### src/rtl/m_ps2_scancode_decoder_pkg.sv
// Shared constants, state encodings and helpers for the PS/2 scan-code decoder.
package m_ps2_scancode_decoder_pkg;

  localparam logic [7:0] PS2_PFX_E0 = 8'hE0;
  localparam logic [7:0] PS2_PFX_F0 = 8'hF0;
  localparam logic [7:0] PS2_PFX_E1 = 8'hE1;
  localparam logic [7:0] KEY_PAUSE  = 8'd119;

  localparam logic [2:0] SCD_S_IDLE      = 3'd0;
  localparam logic [2:0] SCD_S_E0        = 3'd1;
  localparam logic [2:0] SCD_S_F0        = 3'd2;
  localparam logic [2:0] SCD_S_E0F0      = 3'd3;
  localparam logic [2:0] SCD_S_E1        = 3'd4;
  localparam logic [2:0] SCD_S_PAUSE_REL = 3'd5;

  // Bytes that follow E1 before the pause make is reported.
  localparam logic [2:0] E1_SKIP = 3'd7;

  // Sideband carried alongside the registered keymap lookup.
  typedef struct packed {
    logic vld;
    logic press;
    logic pause;
    logic zero;
    logic fake;
  } lk_meta_t;

  // Keyboard status/ack bytes that never form part of a key sequence.
  function automatic logic is_ignored(input logic [7:0] b);
    return (b == 8'hAA) || (b == 8'hFA) || (b == 8'hFE) || (b == 8'hEE) ||
           (b == 8'h00) || (b == 8'hFF);
  endfunction

  function automatic logic is_prefix(input logic [7:0] b);
    return (b == PS2_PFX_E0) || (b == PS2_PFX_F0) || (b == PS2_PFX_E1);
  endfunction

  function automatic logic [7:0] sat_add8(input logic [7:0] a, input logic [1:0] inc);
    logic [8:0] s;
    s = {1'b0, a} + {7'b0, inc};
    return s[8] ? 8'hFF : s[7:0];
  endfunction

endpackage

### src/rtl/m_ps2_keymap_rom.sv
// Scan-code set 2 to Linux keycode lookup; normal and E0 tables, one-cycle registered output.
module m_ps2_keymap_rom (
  input  logic       CLK,
  input  logic       RST_X,
  input  logic       i_ext,
  input  logic [6:0] i_code,
  output logic [7:0] o_keycode
);

  logic [7:0] norm_kc;
  logic [7:0] ext_kc;
  logic [7:0] kc_d;
  logic [7:0] kc_q;

  // Slot 02 is unused in set 2; the top level steers F7 (83) into it.
  always_comb begin
    norm_kc = 8'h0;
    case (i_code)
      7'h01: norm_kc = 8'd67;   7'h02: norm_kc = 8'd65;
      7'h03: norm_kc = 8'd63;   7'h04: norm_kc = 8'd61;
      7'h05: norm_kc = 8'd59;   7'h06: norm_kc = 8'd60;
      7'h07: norm_kc = 8'd88;   7'h09: norm_kc = 8'd68;
      7'h0A: norm_kc = 8'd66;   7'h0B: norm_kc = 8'd64;
      7'h0C: norm_kc = 8'd62;   7'h0D: norm_kc = 8'd15;
      7'h0E: norm_kc = 8'd41;   7'h11: norm_kc = 8'd56;
      7'h12: norm_kc = 8'd42;   7'h14: norm_kc = 8'd29;
      7'h15: norm_kc = 8'd16;   7'h16: norm_kc = 8'd2;
      7'h1A: norm_kc = 8'd44;   7'h1B: norm_kc = 8'd31;
      7'h1C: norm_kc = 8'd30;   7'h1D: norm_kc = 8'd17;
      7'h1E: norm_kc = 8'd3;    7'h21: norm_kc = 8'd46;
      7'h22: norm_kc = 8'd45;   7'h23: norm_kc = 8'd32;
      7'h24: norm_kc = 8'd18;   7'h25: norm_kc = 8'd5;
      7'h26: norm_kc = 8'd4;    7'h29: norm_kc = 8'd57;
      7'h2A: norm_kc = 8'd47;   7'h2B: norm_kc = 8'd33;
      7'h2C: norm_kc = 8'd20;   7'h2D: norm_kc = 8'd19;
      7'h2E: norm_kc = 8'd6;    7'h31: norm_kc = 8'd49;
      7'h32: norm_kc = 8'd48;   7'h33: norm_kc = 8'd35;
      7'h34: norm_kc = 8'd34;   7'h35: norm_kc = 8'd21;
      7'h36: norm_kc = 8'd7;    7'h3A: norm_kc = 8'd50;
      7'h3B: norm_kc = 8'd36;   7'h3C: norm_kc = 8'd22;
      7'h3D: norm_kc = 8'd8;    7'h3E: norm_kc = 8'd9;
      7'h41: norm_kc = 8'd51;   7'h42: norm_kc = 8'd37;
      7'h43: norm_kc = 8'd23;   7'h44: norm_kc = 8'd24;
      7'h45: norm_kc = 8'd11;   7'h46: norm_kc = 8'd10;
      7'h49: norm_kc = 8'd52;   7'h4A: norm_kc = 8'd53;
      7'h4B: norm_kc = 8'd38;   7'h4C: norm_kc = 8'd39;
      7'h4D: norm_kc = 8'd25;   7'h4E: norm_kc = 8'd12;
      7'h52: norm_kc = 8'd40;   7'h54: norm_kc = 8'd26;
      7'h55: norm_kc = 8'd13;   7'h58: norm_kc = 8'd58;
      7'h59: norm_kc = 8'd54;   7'h5A: norm_kc = 8'd28;
      7'h5B: norm_kc = 8'd27;   7'h5D: norm_kc = 8'd43;
      7'h61: norm_kc = 8'd86;   7'h66: norm_kc = 8'd14;
      7'h69: norm_kc = 8'd79;   7'h6B: norm_kc = 8'd75;
      7'h6C: norm_kc = 8'd71;   7'h70: norm_kc = 8'd82;
      7'h71: norm_kc = 8'd83;   7'h72: norm_kc = 8'd80;
      7'h73: norm_kc = 8'd76;   7'h74: norm_kc = 8'd77;
      7'h75: norm_kc = 8'd72;   7'h76: norm_kc = 8'd1;
      7'h77: norm_kc = 8'd69;   7'h78: norm_kc = 8'd87;
      7'h79: norm_kc = 8'd78;   7'h7A: norm_kc = 8'd81;
      7'h7B: norm_kc = 8'd74;   7'h7C: norm_kc = 8'd55;
      7'h7D: norm_kc = 8'd73;   7'h7E: norm_kc = 8'd70;
      default: norm_kc = 8'h0;
    endcase
  end

  // E0 12 / E0 59 are fake shifts and deliberately stay unmapped.
  always_comb begin
    ext_kc = 8'h0;
    case (i_code)
      7'h11: ext_kc = 8'd100;   7'h14: ext_kc = 8'd97;
      7'h1F: ext_kc = 8'd125;   7'h27: ext_kc = 8'd126;
      7'h2F: ext_kc = 8'd127;   7'h37: ext_kc = 8'd116;
      7'h3F: ext_kc = 8'd142;   7'h4A: ext_kc = 8'd98;
      7'h5A: ext_kc = 8'd96;    7'h5E: ext_kc = 8'd143;
      7'h69: ext_kc = 8'd107;   7'h6B: ext_kc = 8'd105;
      7'h6C: ext_kc = 8'd102;   7'h70: ext_kc = 8'd110;
      7'h71: ext_kc = 8'd111;   7'h72: ext_kc = 8'd108;
      7'h74: ext_kc = 8'd106;   7'h75: ext_kc = 8'd103;
      7'h7A: ext_kc = 8'd109;   7'h7C: ext_kc = 8'd99;
      7'h7D: ext_kc = 8'd104;
      default: ext_kc = 8'h0;
    endcase
  end

  assign kc_d = i_ext ? ext_kc : norm_kc;

  always_ff @(posedge CLK or negedge RST_X) begin
    if (!RST_X) begin
      kc_q <= 8'h0;
    end else begin
      kc_q <= kc_d;
    end
  end

  assign o_keycode = kc_q;

endmodule

### src/rtl/m_ps2_scancode_decoder.sv
// PS/2 set-2 sequence parser: prefix FSM, keymap lookup, pause sequencer, event FIFO and stats.
module m_ps2_scancode_decoder
  import m_ps2_scancode_decoder_pkg::*;
#(
  parameter int unsigned FIFO_DEPTH   = 8,
  parameter int unsigned TIMEOUT_CYC  = 2000000,
  parameter logic [7:0]  KEY_PAUSE_CD = 8'd119
) (
  input  logic        CLK,
  input  logic        RST_X,
  input  logic        i_rx_en,
  input  logic [7:0]  i_rx_data,
  output logic        o_ev_valid,
  output logic [15:0] o_ev_data,
  input  logic        i_ev_ready,
  output logic [7:0]  o_drop_cnt,
  output logic [7:0]  o_ovf_cnt
);

  localparam int unsigned AW = $clog2(FIFO_DEPTH);

  logic [2:0]  state_q, state_d;
  logic [2:0]  skip_q, skip_d;
  logic [31:0] tmo_q, tmo_d;
  lk_meta_t    lk_q, lk_d;
  logic        lk_ext;
  logic [6:0]  rom_idx;
  logic [7:0]  rom_kc;
  logic        drop_pfx;
  logic        tmo_fire;
  logic        reproc;
  logic [2:0]  idle_state;
  logic        idle_lookup;

  logic [7:0]  ev_code;
  logic        push_req, push, pop, ovf, drop_lk, full, empty;
  logic [8:0]  mem_q [FIFO_DEPTH];
  logic [AW-1:0] head_q, head_d, tail_q, tail_d;
  logic [AW:0]   cnt_q, cnt_d;
  logic [7:0]  drop_q, drop_d, ovf_q, ovf_d;
  logic [1:0]  drop_inc;

  // What a byte means when seen with no prefix pending.
  always_comb begin
    idle_state  = SCD_S_IDLE;
    idle_lookup = 1'b0;
    if (i_rx_data == PS2_PFX_E0) begin
      idle_state = SCD_S_E0;
    end else if (i_rx_data == PS2_PFX_F0) begin
      idle_state = SCD_S_F0;
    end else if (i_rx_data == PS2_PFX_E1) begin
      idle_state = SCD_S_E1;
    end else if (!is_ignored(i_rx_data)) begin
      idle_lookup = 1'b1;
    end
  end

  always_comb begin
    state_d  = state_q;
    skip_d   = skip_q;
    tmo_d    = tmo_q;
    lk_d     = '0;
    lk_ext   = 1'b0;
    drop_pfx = 1'b0;
    tmo_fire = 1'b0;
    reproc   = 1'b0;

    case (state_q)
      SCD_S_IDLE: begin
        reproc = i_rx_en;
      end
      SCD_S_E0: begin
        if (i_rx_en) begin
          if (i_rx_data == PS2_PFX_F0) begin
            state_d = SCD_S_E0F0;
          end else if (is_prefix(i_rx_data)) begin
            drop_pfx = 1'b1;
            reproc   = 1'b1;
          end else begin
            lk_d.vld   = 1'b1;
            lk_d.press = 1'b1;
            lk_ext     = 1'b1;
            state_d    = SCD_S_IDLE;
          end
        end
      end
      SCD_S_F0, SCD_S_E0F0: begin
        if (i_rx_en) begin
          if (is_prefix(i_rx_data)) begin
            drop_pfx = 1'b1;
            reproc   = 1'b1;
          end else begin
            lk_d.vld = 1'b1;
            lk_ext   = (state_q == SCD_S_E0F0);
            state_d  = SCD_S_IDLE;
          end
        end
      end
      SCD_S_E1: begin
        if (i_rx_en) begin
          if (skip_q == 3'd1) begin
            lk_d.vld   = 1'b1;
            lk_d.press = 1'b1;
            lk_d.pause = 1'b1;
            state_d    = SCD_S_PAUSE_REL;
          end else begin
            skip_d = skip_q - 3'd1;
          end
        end
      end
      SCD_S_PAUSE_REL: begin
        // The lookup stage is busy with the pause break, so a byte here is lost.
        lk_d.vld   = 1'b1;
        lk_d.pause = 1'b1;
        drop_pfx   = i_rx_en;
        state_d    = SCD_S_IDLE;
      end
      default: begin
        state_d = SCD_S_IDLE;
      end
    endcase

    if (reproc) begin
      state_d = idle_state;
      if (idle_state == SCD_S_E1) begin
        skip_d = E1_SKIP;
      end
      if (idle_lookup) begin
        lk_d.vld   = 1'b1;
        lk_d.press = 1'b1;
        lk_ext     = 1'b0;
      end
    end

    if (i_rx_en || (state_q == SCD_S_IDLE) || (state_q == SCD_S_PAUSE_REL)) begin
      tmo_d = 32'd0;
    end else if (tmo_q == 32'(TIMEOUT_CYC - 1)) begin
      tmo_fire = 1'b1;
      tmo_d    = 32'd0;
      state_d  = SCD_S_IDLE;
    end else begin
      tmo_d = tmo_q + 32'd1;
    end

    // F7 is the only set-2 code above 7F; it is folded into the unused normal slot 02.
    lk_d.zero = (i_rx_data[7] && !(i_rx_data == 8'h83 && !lk_ext)) ||
                (!lk_ext && i_rx_data == 8'h02);
    lk_d.fake = lk_ext && (i_rx_data == 8'h12 || i_rx_data == 8'h59);
  end

  assign rom_idx = (!lk_ext && i_rx_data == 8'h83) ? 7'h02 : i_rx_data[6:0];

  m_ps2_keymap_rom u_keymap (
    .CLK       (CLK),
    .RST_X     (RST_X),
    .i_ext     (lk_ext),
    .i_code    (rom_idx),
    .o_keycode (rom_kc)
  );

  always_comb begin
    ev_code  = lk_q.pause ? KEY_PAUSE_CD : (lk_q.zero ? 8'h0 : rom_kc);
    push_req = lk_q.vld && (ev_code != 8'h0);
    drop_lk  = lk_q.vld && (ev_code == 8'h0) && !lk_q.fake;

    empty = (cnt_q == '0);
    full  = (cnt_q == (AW + 1)'(FIFO_DEPTH));
    pop   = !empty && i_ev_ready;
    push  = push_req && (!full || pop);
    ovf   = push_req && full && !pop;

    head_d = head_q + AW'(pop);
    tail_d = tail_q + AW'(push);
    cnt_d  = cnt_q;
    if (push && !pop) begin
      cnt_d = cnt_q + (AW + 1)'(1);
    end else if (pop && !push) begin
      cnt_d = cnt_q - (AW + 1)'(1);
    end

    drop_inc = {1'b0, drop_pfx} + {1'b0, drop_lk} + {1'b0, tmo_fire};
    drop_d   = sat_add8(drop_q, drop_inc);
    ovf_d    = sat_add8(ovf_q, {1'b0, ovf});
  end

  always_ff @(posedge CLK or negedge RST_X) begin
    if (!RST_X) begin
      state_q <= SCD_S_IDLE;
      skip_q  <= 3'd0;
      tmo_q   <= 32'd0;
      lk_q    <= '0;
      head_q  <= '0;
      tail_q  <= '0;
      cnt_q   <= '0;
      drop_q  <= 8'h0;
      ovf_q   <= 8'h0;
    end else begin
      state_q <= state_d;
      skip_q  <= skip_d;
      tmo_q   <= tmo_d;
      lk_q    <= lk_d;
      head_q  <= head_d;
      tail_q  <= tail_d;
      cnt_q   <= cnt_d;
      drop_q  <= drop_d;
      ovf_q   <= ovf_d;
    end
  end

  always_ff @(posedge CLK) begin
    if (push) begin
      mem_q[tail_q] <= {lk_q.press, ev_code};
    end
  end

  assign o_ev_valid = !empty;
  assign o_ev_data  = empty ? 16'h0 : {7'h0, mem_q[head_q]};
  assign o_drop_cnt = drop_q;
  assign o_ovf_cnt  = ovf_q;

endmodule

### config.mk
export PLATFORM = sky130hd
export DESIGN_NAME = m_ps2_scancode_decoder
export DESIGN_NICKNAME = d
export VERILOG_FILES = /design/src/rtl/m_ps2_scancode_decoder_pkg.sv /design/src/rtl/m_ps2_keymap_rom.sv /design/src/rtl/m_ps2_scancode_decoder.sv
export SDC_FILE = /design/constraint.sdc
export NUM_CORES = 1
export LEC_CHECK = 0
export ABC_AREA = 1
export CAP_MARGIN = 30
export CORE_MARGIN = 4
export CORE_UTILIZATION = 55
export CTS_BUF_LIST = sky130_fd_sc_hd__clkbuf_8
export DETAILED_ROUTE_END_ITERATION = 10
export PLACE_DENSITY_LB_ADDON = 0.15
export SYNTH_ARGS = -nofsm -noshare
export SYNTH_HDL_FRONTEND = slang
export SYNTH_SLANG_ARGS = --single-unit
### constraint.sdc
create_clock -name CLK -period 3.3 [get_ports CLK]
set_input_delay 0.825 -clock CLK [delete_from_list [all_inputs] [get_ports CLK]]
set_output_delay 0.825 -clock CLK [all_outputs]
set_load 0.05 [all_outputs]
# Yosys cells after proc, flatten, opt, wreduce, memory -nomap -nowiden
# Memories as Yosys holds them, arrays and structs flattened.
# Cells that the tools add are included.
[classes]
mux = 63
addsub = 10
n_eq_ne = 42
n_reduce_logical = 39
[ops]
columns = ["op", "count"]
rows = [
  ["8-bit case mux with 21 select lines", 1],
  ["7-bit equality test (second input constant)", 14],
  ["8-bit equality test (second input constant)", 9],
  ["32-bit two-way mux", 2],
  ["3-bit two-way mux", 19],
  ["8-bit two-way mux", 5],
  ["32-bit by 1-bit adder with 32-bit output (second input constant)", 1],
  ["32-bit by 21-bit equality test with 1-bit output (second input constant)", 1],
  ["7-bit by 6-bit equality test with 1-bit output (second input constant)", 4],
  ["7-bit by 5-bit equality test with 1-bit output (second input constant)", 3],
  ["1-bit two-way mux", 20],
  ["8-bit logical NOT", 2],
  ["1-bit logical AND", 13],
  ["1-bit logical OR", 12],
  ["3-bit case mux with 4 select lines", 1],
  ["2-bit two-way mux", 5],
  ["8-bit by 1-bit adder with 9-bit output", 1],
  ["8-bit by 2-bit adder with 9-bit output", 1],
  ["3-bit equality test (second input constant)", 3],
  ["9-bit two-way mux", 1],
  ["8-bit by 2-bit equality test with 1-bit output (second input constant)", 1],
  ["8-bit by 5-bit equality test with 1-bit output (second input constant)", 1],
  ["8-bit by 7-bit equality test with 1-bit output (second input constant)", 1],
  ["4-bit two-way mux", 2],
  ["19 further kinds", 31],
]
[word_totals]
ram_bits = 72
out_inout_bits = 33
memories = 2
inputBits = 12
reg_bits = 77
romBits = 896
[mem_list]
columns = ["memory", "words", "word_bits", "rd", "rd_ports_with_merged_regs", "wr", "line_no", "source"]
rows = [
  ["(name not given)", 128, 7, 1, 0, 0, "m_ps2_keymap_rom.sv:18", "case (i_code)"],
  ["mem_q", 8, 9, 1, 0, 1, "m_ps2_scancode_decoder.sv:37", "logic [8:0] mem_q [FIFO_DEPTH];"],
]

# Longest topological paths before layout
# Gate-level depths: netlist of run 1.
[depth]
word_depth = 18
mapped_depth = 18

# Hierarchy
# Synthesis of run 1 repeated with hierarchy kept, for this count alone.
[unflattened]
cells_unflattened = 1176
hier_area_um2 = 9106.2
[by_module_without_submodules]
columns = ["mod", "cells_each", "area_each_um2", "instances"]
rows = [
  ["m_ps2_scancode_decoder", 829, 7273.2, 1],
  ["m_ps2_keymap_rom", 347, 1833.0, 1],
]

# Worst setup path after synthesis of run 1
# No wires, ideal clock.
[synth_path]
path_kind = "input-to-reg"
start = "in i_rx_data[2]"
end = "reg drop_q[2], in the netlist o_drop_cnt[2]"
stages = 18
setup_ns = 0.130
t_arrival_ns = 3.269
path_slack_ns = -0.098
required_ns = 3.170
path_buffers = 1
cell_sequence = "buf_6 -> nor2_8 -> inv_2 -> nor2_4 -> nand2_2 -> nand2_1 -> nand3_1 -> o21a_1 -> fa_1 -> inv_1 -> ha_1 -> fa_1 -> nand2_1 -> nor2_1 -> inv_1 -> nor2_1 -> nand2_1 -> o21ai_0"
[synth_between]
elab_chain_len = 11
[synth_lines]
columns = ["item", "line_no", "source"]
rows = [
  ["from (decl)", "m_ps2_scancode_decoder.sv:12", "input logic [7:0] i_rx_data,"],
  ["8-bit equality test (on tied branches)", "m_ps2_scancode_decoder_pkg.sv:35, m_ps2_scancode_decoder.sv:74", ""],
  ["1-bit logical OR (2 in series)", "m_ps2_scancode_decoder_pkg.sv:35", "return (b == PS2_PFX_E0) || (b == PS2_PFX_F0) || (b == PS2_PFX_E1);"],
  ["1-bit two-way mux", "m_ps2_scancode_decoder.sv:76, m_ps2_scancode_decoder.sv:89", ""],
  ["1-bit two-way mux", "m_ps2_scancode_decoder.sv:74", "if (i_rx_data == PS2_PFX_F0) begin"],
  ["1-bit two-way mux", "m_ps2_scancode_decoder.sv:73", "if (i_rx_en) begin"],
  ["1-bit case mux with 3 select lines *", "m_ps2_scancode_decoder.sv:68", "case (state_q)"],
  ["1-bit by 1-bit adder with 2-bit output *", "m_ps2_scancode_decoder.sv:181", "drop_inc = {1'b0, drop_pfx} + {1'b0, drop_lk} + {1'b0, tmo_fire};"],
  ["2-bit by 1-bit adder with 2-bit output *", "m_ps2_scancode_decoder.sv:181", ""],
  ["8-bit by 2-bit adder with 9-bit output *", "m_ps2_scancode_decoder_pkg.sv:40", "s = {1'b0, a} + {7'b0, inc};"],
  ["8-bit two-way mux *", "m_ps2_scancode_decoder_pkg.sv:41", "return s[8] ? 8'hFF : s[7:0];"],
  ["net drop_d[2]", "m_ps2_scancode_decoder.sv:40", "logic [7:0] drop_q, drop_d, ovf_q, ovf_d;"],
  ["to (signal assigned)", "m_ps2_scancode_decoder.sv:205", "drop_q <= drop_d;"],
  ["to (decl)", "m_ps2_scancode_decoder.sv:40", ""],
]
# Mark *: on every way through the listed nets, which the timed path passes. The rest lies on a longest branch.
# A chain may end at the register's enable or synchronous reset.

# Worst setup path in the final report of run 1
[layout_path]
start = "reg head_q[1]"
end = "out o_ev_data[1]"
[layout_between]
elab_chain_len = 2
[layout_lines]
columns = ["item", "line_no", "source"]
rows = [
  ["from (decl)", "m_ps2_scancode_decoder.sv:38", "logic [AW-1:0] head_q, head_d, tail_q, tail_d;"],
  ["from (signal assigned)", "m_ps2_scancode_decoder.sv:192", "head_q <= '0;"],
  ["from (signal assigned)", "m_ps2_scancode_decoder.sv:202", "head_q <= head_d;"],
  ["memory read 8 x 9 bit", "-", ""],
  ["9-bit two-way mux", "m_ps2_scancode_decoder.sv:217", "assign o_ev_data = empty ? 16'h0 : {7'h0, mem_q[head_q]};"],
  ["to (decl)", "m_ps2_scancode_decoder.sv:14", "output logic [15:0] o_ev_data,"],
]
# No other way between the ends.

==> metrics.md, run 1 <==
| Metric | Value |
|---|---|
| Clk pin slew, worst setup/hold paths | 0.09 ns |
| # nets final | 1152 |
| Total track usage | 0.251 |
| First-pass iteration count of the detailed router | 5 |
| WHS | 0.160 ns |
| P_leak | 0.00433 uW |
| Synth warn | 0 |
| Antenna cells | 0 |
| Critical Path Source Type | flip-flop |
| Fill cell count | 1197 |
| Reg-to-reg startpoint | lk_q[2]$_DFF_PN0_ |
| Hold/Removal Path Class | input port to asynchronous set/reset pin |
| Fin crit period | 3.21 ns |
| Final Hold Fails | 0 |
| Reg2reg end | o_drop_cnt[6]$_DFF_PN0_ |
| Relative slew slack | 0.528 |
| Drt total wl | 21500 um |
| Final setup viols | 0 |
| CTS Buf Count | 17 |
| Layout cells sized above 1 | 0.150 |
| Slew @ Worst Pin | 0.703 ns |
| Starting density of the core | 0.568 |
| Initial antenna violation count | 0 |
| Synth top area cells | edfxtp_1 26%, dfrtp_1 23%, nand2_1 8.6% |
| Status | finished clean |
| DRC viols | 0 |
| CTS tree | built |
| Root Buffer | clkbuf_8 |
| PD cells | 661 nW/um^2 |
| Number of global-route vias before repair | 7147 |
| Sequential area share after synthesis | 0.490 |
| MaxCap Viol Count | 0 |
| Drt initial violations | 688 |
| Synth top area share | 0.259 |
| Most frequent cells in the layout | 185 x nand2_1, 160 x nor2_1, 105 x inv_1 |
| Most used DFF post-synth | dfrtp_1 |
| Clk_lat worst skew | 0.47 ns |
| Pins Over Slew Limit | 0 |
| Routed len/inst | 16.3 um |
| CTS Buffer Depth | 2 |
| Critical Path Sink Type | output pin |
| Post-route setup slack | 0.0890 ns |
| Final Skew | 0.0124 ns |
| Die area | 17200 sq um |
| CTS Sinks | 149 |
| GRT overflow | 0 |
| Max Freq | 311 MHz |
| H-tree depth | 4 |
| Reg-to-reg slack, setup | 0.20 ns |
| DP HPWL | 15500 um |
| Core Area | 14700 sq um |
| Syn Inst Count | 1017 |
| Area of the mapped netlist | 8350 sq um |
| Buffers on Ports | 37 |
| Worst path required time | 2.47 ns |
| Routed Antenna Nets | 0 |
| CP max FO | 15 |
| Worst VDD drop | 0.545 mV |
| Pin count of the biggest net entering global routing | 78 |
| Number of synthesized register bits | 149 |
| Library cells used by synthesis | 58 |
| Die width | 131 um |
| Most common cell after layout, fill and taps aside | nand2_1 |
| Unrepaired setup endpoints after global routing | yes |
| First-pass GRT wire length | 35100 um |
| Via count | 7402 |
| Hold Buf Count CTS | 0 |
| Pre-CTS WS | -0.568 ns |
| Post-synth EDFFs | 72 |
| Avg Cell Area, Syn | 8.21 sq um |
| Post-synth ARST share | 0.517 |
| Reg2Reg Depth | 15 |
| # rows | 44 |
| # IOs | 45 |
| Largest area contributor in the netlist | edfxtp_1 |
| Period utilization | 0.973 |
| Vias per inst | 5.61 |
| Worst Setup Path Type | flip-flop to output pin |
| GP Congestion | 0.966 |
| Synth-to-layout area growth | 17.9% |
| DIE HEIGHT | 131 um |
| Worst EP arrival | 2.39 ns |
| Post-layout util | 0.670 |
[flip-flops by register name, indices dropped and copies added (netlist names)]
signal,flops
cnt_q,4
state_q,3
tail_q,3
lk_q,5
mem_q,72
head_q,3
u_keymap.o_keycode,8
skip_q,3
o_ovf_cnt,8
o_drop_cnt,8
tmo_q,32
[kinds of logic after synthesis]
family | synth area share
adder cells (fa/ha/maj) | 0.0282
other | 0.000449
buffers and inverters | 0.0732
AND/OR/NAND/NOR | 0.273
AO/OA/AOI/OAI | 0.112
flip-flops | 0.490
multiplexers | 0.00135
XOR/XNOR | 0.0220
[critical path, stage by stage, from the launching register on]
cell and delay (ns):
dfrtp_1 0.38, inv_1 0.41, o21ai_0 0.18, o22ai_1 0.27, o21ai_0 0.17, a31oi_1 0.26
buf_4 0.25
[area by class of cell]
| class | instances | area, sq um | share of cell area |
|---|---|---|---|
| clock inverters | 15 | 151 | 0.0154 |
| clock buffers | 17 | 234 | 0.0238 |
| flip-flops and latches | 149 | 4090 | 0.415 |
| repair buffers | 114 | 962 | 0.0977 |
| inverters | 115 | 438 | 0.0445 |
| multi-input cells | 726 | 3740 | 0.380 |
| well taps | 184 | 230 | 0.0234 |
[Yosys cell counts (all sizes together), types with 2 or more instances]
| cell type | instances |
|---|---|
| a31oi | 17 |
| o211ai | 5 |
| nand3b | 4 |
| nor4 | 8 |
| edfxtp | 72 |
| nor2 | 170 |
| nand4 | 21 |
| ha | 14 |
| inv | 112 |
| buf | 16 |
| o22ai | 12 |
| o21a | 4 |
| o21ai | 77 |
| or2 | 2 |
| xor2 | 16 |
| dfrtp | 77 |
| a21oi | 37 |
| nand3 | 61 |
| clkinv | 3 |
| and3 | 2 |
| fa | 3 |
| o2111ai | 3 |
| nand2 | 200 |
| clkbuf | 17 |
| nor3 | 42 |
| o31ai | 2 |
| xnor2 | 5 |
[timing repair]
item	CTS	global route
endpoints found under the setup margin	8	11
pin swaps	0	7
buffers inserted	0	2
gates resized for setup	4	21
[report_power, final]
group | internal, uW | total [uW] | switching (uW) | leakage [uW]
sequential | 2280 | 2460 | 172 | 0.00167
clock | 564 | 1350 | 783 | 0.000196
combinational | 865 | 2710 | 1850 | 0.00247
[worst max path at each step]
stage	start	to	cells past startpoint
final	head_q[1]$_DFF_PN0_	o_ev_data[1]	6
after global routing	i_rx_data[1]	o_drop_cnt[6]$_DFF_PN0_	17
after CTS	i_rx_data[3]	o_drop_cnt[6]$_DFF_PN0_	18
after detailed placement	i_rx_data[5]	o_drop_cnt[5]$_DFF_PN0_	18
after global placement	i_rx_data[6]	o_drop_cnt[5]$_DFF_PN0_	17
after floorplan	i_rx_data[2]	o_drop_cnt[5]$_DFF_PN0_	18
[metrics by stage]
stage | instance area, sq um | power [uW] | instances | setup TNS [ns]
2_1_floorplan | 8400 | 4250 | 1023 | 0
3_3_place_gp | 9350 | 5110 | 1285 | -3.17
3_5_place_dp | 9350 | 5170 | 1285 | -4.16
4_1_cts | 9740 | 6510 | 1317 | 0
5_1_grt | 9850 | 6930 | 1320 | -0.0645
6_report | 9850 | 6510 | 1320 | 0
[routing by layer]
layer  share of wire  track usage
met1            0.42        0.328
met2            0.48        0.412
met3           0.066       0.0539
met4           0.033       0.0998
met5               0            0
No activity file was read; power rests on OpenSTA's default activity.
==> run 2, diff against run 1 <==
Settings changed: CORE_UTILIZATION 55 to 56, SETUP_SLACK_MARGIN set to 0.4.
==> run 2 against run 1 <==
  * Sequential cell count is the same
  * Cell area grew 6.1%
  * Sequential share of layout area shrank 2.3 points
  * Largest power group unchanged
==> metrics.md, run 2 (same netlist as run 1, synthesis figures left out) <==
| Metric | Value |
|---|---|
| Status | finished clean |
| Worst path required time | 3.50 ns (+1.03 ns) |
| Drt initial violations | 615 (-11%) |
| Buffers on Ports | 37 (unchanged) |
| Die width | 130 um (-0.84%) |
| Slew @ Worst Pin | 0.671 ns (-0.0313 ns) |
| Initial antenna violation count | 0 (unchanged) |
| Vias per inst | 5.75 (+2.5%) |
| PD cells | 711 nW/um^2 (+7.6%) |
| WHS | 0.361 ns (+0.201 ns) |
| Reg-to-reg startpoint | lk_q[2]$_DFF_PN0_ |
| CTS Buffer Depth | 2 (unchanged) |
| DP HPWL | 15500 um (-0.23%) |
| DRC viols | 0 (unchanged) |
| Most frequent cells in the layout | 177 x nand2_1, 158 x nor2_1, 105 x inv_1 |
| Pin count of the biggest net entering global routing | 41 (-47%) |
| Worst VDD drop | 0.528 mV (-3.1%) |
| Number of global-route vias before repair | 7535 (+5.4%) |
| Final Hold Fails | 0 (unchanged) |
| GP Congestion | 0.992 (+2.7%) |
| CTS tree | built |
| Antenna cells | 0 (unchanged) |
| Core Area | 14600 sq um (-0.75%) |
| Critical Path Source Type | flip-flop |
| Placed cell area | 9370 sq um (+0.17%) |
| Period utilization | 0.945 (-0.0285) |
| Synth-to-layout area growth | 25.0% |
| CTS Buf Count | 17 (unchanged) |
| Hold Buf Count CTS | 0 (unchanged) |
| Top reg by flops | mem_q |
| Final Cell Area | 10400 sq um (+6.1%) |
| # nets final | 1187 (+3.0%) |
| Top flop regs | mem_q (72), tmo_q (32) |
| First-pass GRT wire length | 37800 um (+7.7%) |
| Clk pin slew, worst setup/hold paths | 0.08 ns (about the same) |
| H-tree depth | 4 (unchanged) |
| Starting density of the core | 0.573 (+0.00429) |
| # rows | 44 (unchanged) |
| Critical Path Sink Type | flip-flop |
| Clk_lat worst skew | 0.45 ns (-0.02 ns) |
| Placed cell count | 1284 (-0.078%) |
| Worst Setup Path Type | flip-flop to flip-flop |
| Drt total wl | 24200 um (+13%) |
| Most common cell after layout, fill and taps aside | nand2_1 |
| Post-route setup slack | 0.183 ns (+0.0939 ns) |
| Max Freq | 321 MHz (+3.0%) |
| Pre-CTS WS | -0.458 ns (+0.110 ns) |
| CTS Sinks | 149 (unchanged) |
| GRT overflow | 0 (unchanged) |
| Hold/Removal Path Class | input port to asynchronous set/reset pin |
| Routed Antenna Nets | 0 (unchanged) |
| Post-layout util | 0.716 (+0.0460) |
| Fin crit period | 3.12 ns (-0.0939 ns) |
| Layout cells sized above 1 | 0.200 (+0.0504) |
| Pins Over Slew Limit | 0 (unchanged) |
| Final Skew | 0.0147 ns (+0.00225 ns) |
| Root Buffer | clkbuf_8 |
| P_leak | 0.00459 uW (+5.8%) |
| Crit. Startpoint | lk_q[2]$_DFF_PN0_ |
| Total track usage | 0.285 (+0.0341) |
| Final setup viols | 0 (unchanged) |
| Via count | 7781 (+5.1%) |
| Max reg flops | 72 (unchanged) |
| # IOs | 45 (unchanged) |
| CP max FO | 8 (-7) |
| Worst EP arrival | 3.32 ns (+0.93 ns) |
| MaxCap Viol Count | 0 (unchanged) |
| Relative slew slack | 0.549 (+0.0210) |
| First-pass iteration count of the detailed router | 5 (unchanged) |
| Unrepaired setup endpoints after global routing | yes |
| Die area | 16900 sq um (-1.7%) |
| DIE HEIGHT | 130 um (-0.84%) |
| Routed len/inst | 17.9 um (+10%) |
| Finished Layout Cells | 1354 (+2.6%) |
## run 2: changes by cell type in the layout (fill, tap and decap cells not counted), moves of 5 or more
cell | previous run | this run
buf_12 | 0 | 7
dlymetal6s2s_1 | 6 | 0
o21ai_0 | 73 | 60
nand2_1 | 185 | 177
o22ai_1 | 12 | 7
buf_6 | 1 | 14
o21ai_1 | 2 | 10
dlygate4sd2_1 | 0 | 9
o21ai_2 | 2 | 7
buf_4 | 85 | 98
inv_6 | 6 | 0
o22ai_2 | 0 | 5
## run 2: metrics by stage
| step | total power (uW) | TNS (ns) |
|---|---|---|
| 6_report | 7430 | 0 |
| 5_1_grt | 7750 | 0 |
| 4_1_cts | 6980 | 0 |
| 3_5_place_dp | 5160 | -3.32 |
| 3_3_place_gp | 5110 | -2.76 |
| 2_1_floorplan | 4260 | 0 |
## run 2: cell type report
class | instances | area, sq um
Clock buffer | 19 | 262
Clock inverter | 12 | 165
Fill cell | 1100 | 4140
Inverter | 115 | 448
Multi-Input combinational cell | 726 | 3890
Sequential cell | 149 | 4090
Tap cell | 184 | 230
Timing Repair Buffer | 148 | 1350
Timing Repair inverter | 1 | 7.51
## run 2: path summary, 6_finish.rpt
check,slack (ns),cells past startpoint,end
setup reg to reg,0.18,21,mem_q[2][6]$_DFFE_PP_
max in group asynchronous,2.33,2,head_q[1]$_DFF_PN0_
hold / removal,0.36,1,o_drop_cnt[6]$_DFF_PN0_
setup / recovery,0.18,21,mem_q[2][6]$_DFFE_PP_
hold reg to reg,0.53,1,tmo_q[27]$_DFF_PN0_
min in group CLK,0.53,1,tmo_q[27]$_DFF_PN0_
## run 2: where the power goes
group | switching (uW) | internal (uW) | total, uW | leakage, uW
Sequential | 191 | 2290 | 2480 | 0.00167
Combinational | 2140 | 1280 | 3410 | 0.00269
Clock | 688 | 851 | 1540 | 0.000221
## run 2: worst max-delay path, cell delays in order (launching register included)
cell      delay (ns)
dfrtp_1         0.43
clkinv_4        0.12
nand2_4         0.07
buf_4           0.14
buf_6           0.10
buf_4           0.13
buf_6           0.11
buf_6           0.10
buf_6           0.10
buf_6           0.10
buf_4           0.12
buf_4           0.13
buf_4           0.12
buf_4           0.12
buf_4           0.12
buf_4           0.12
buf_4           0.12
buf_4           0.12
buf_4           0.12
buf_4           0.12
buf_4           0.12
buf_6           0.13
## run 2: metal layers
layer	GRT usage	wire [um]	vias to the layer above
li1	-	-	3697
met1	0.370	9840	3650
met2	0.475	11900	369
met3	0.0573	1790	65
met4	0.104	684	0
met5	0	0	-
## run 2: timing repair
action | CTS | global route
pin swaps | 17 | 13
endpoints found under the setup margin | 18 | 25
setup buffers | 29 | 7
cloned | 2 | 1
resized for setup | 47 | 54
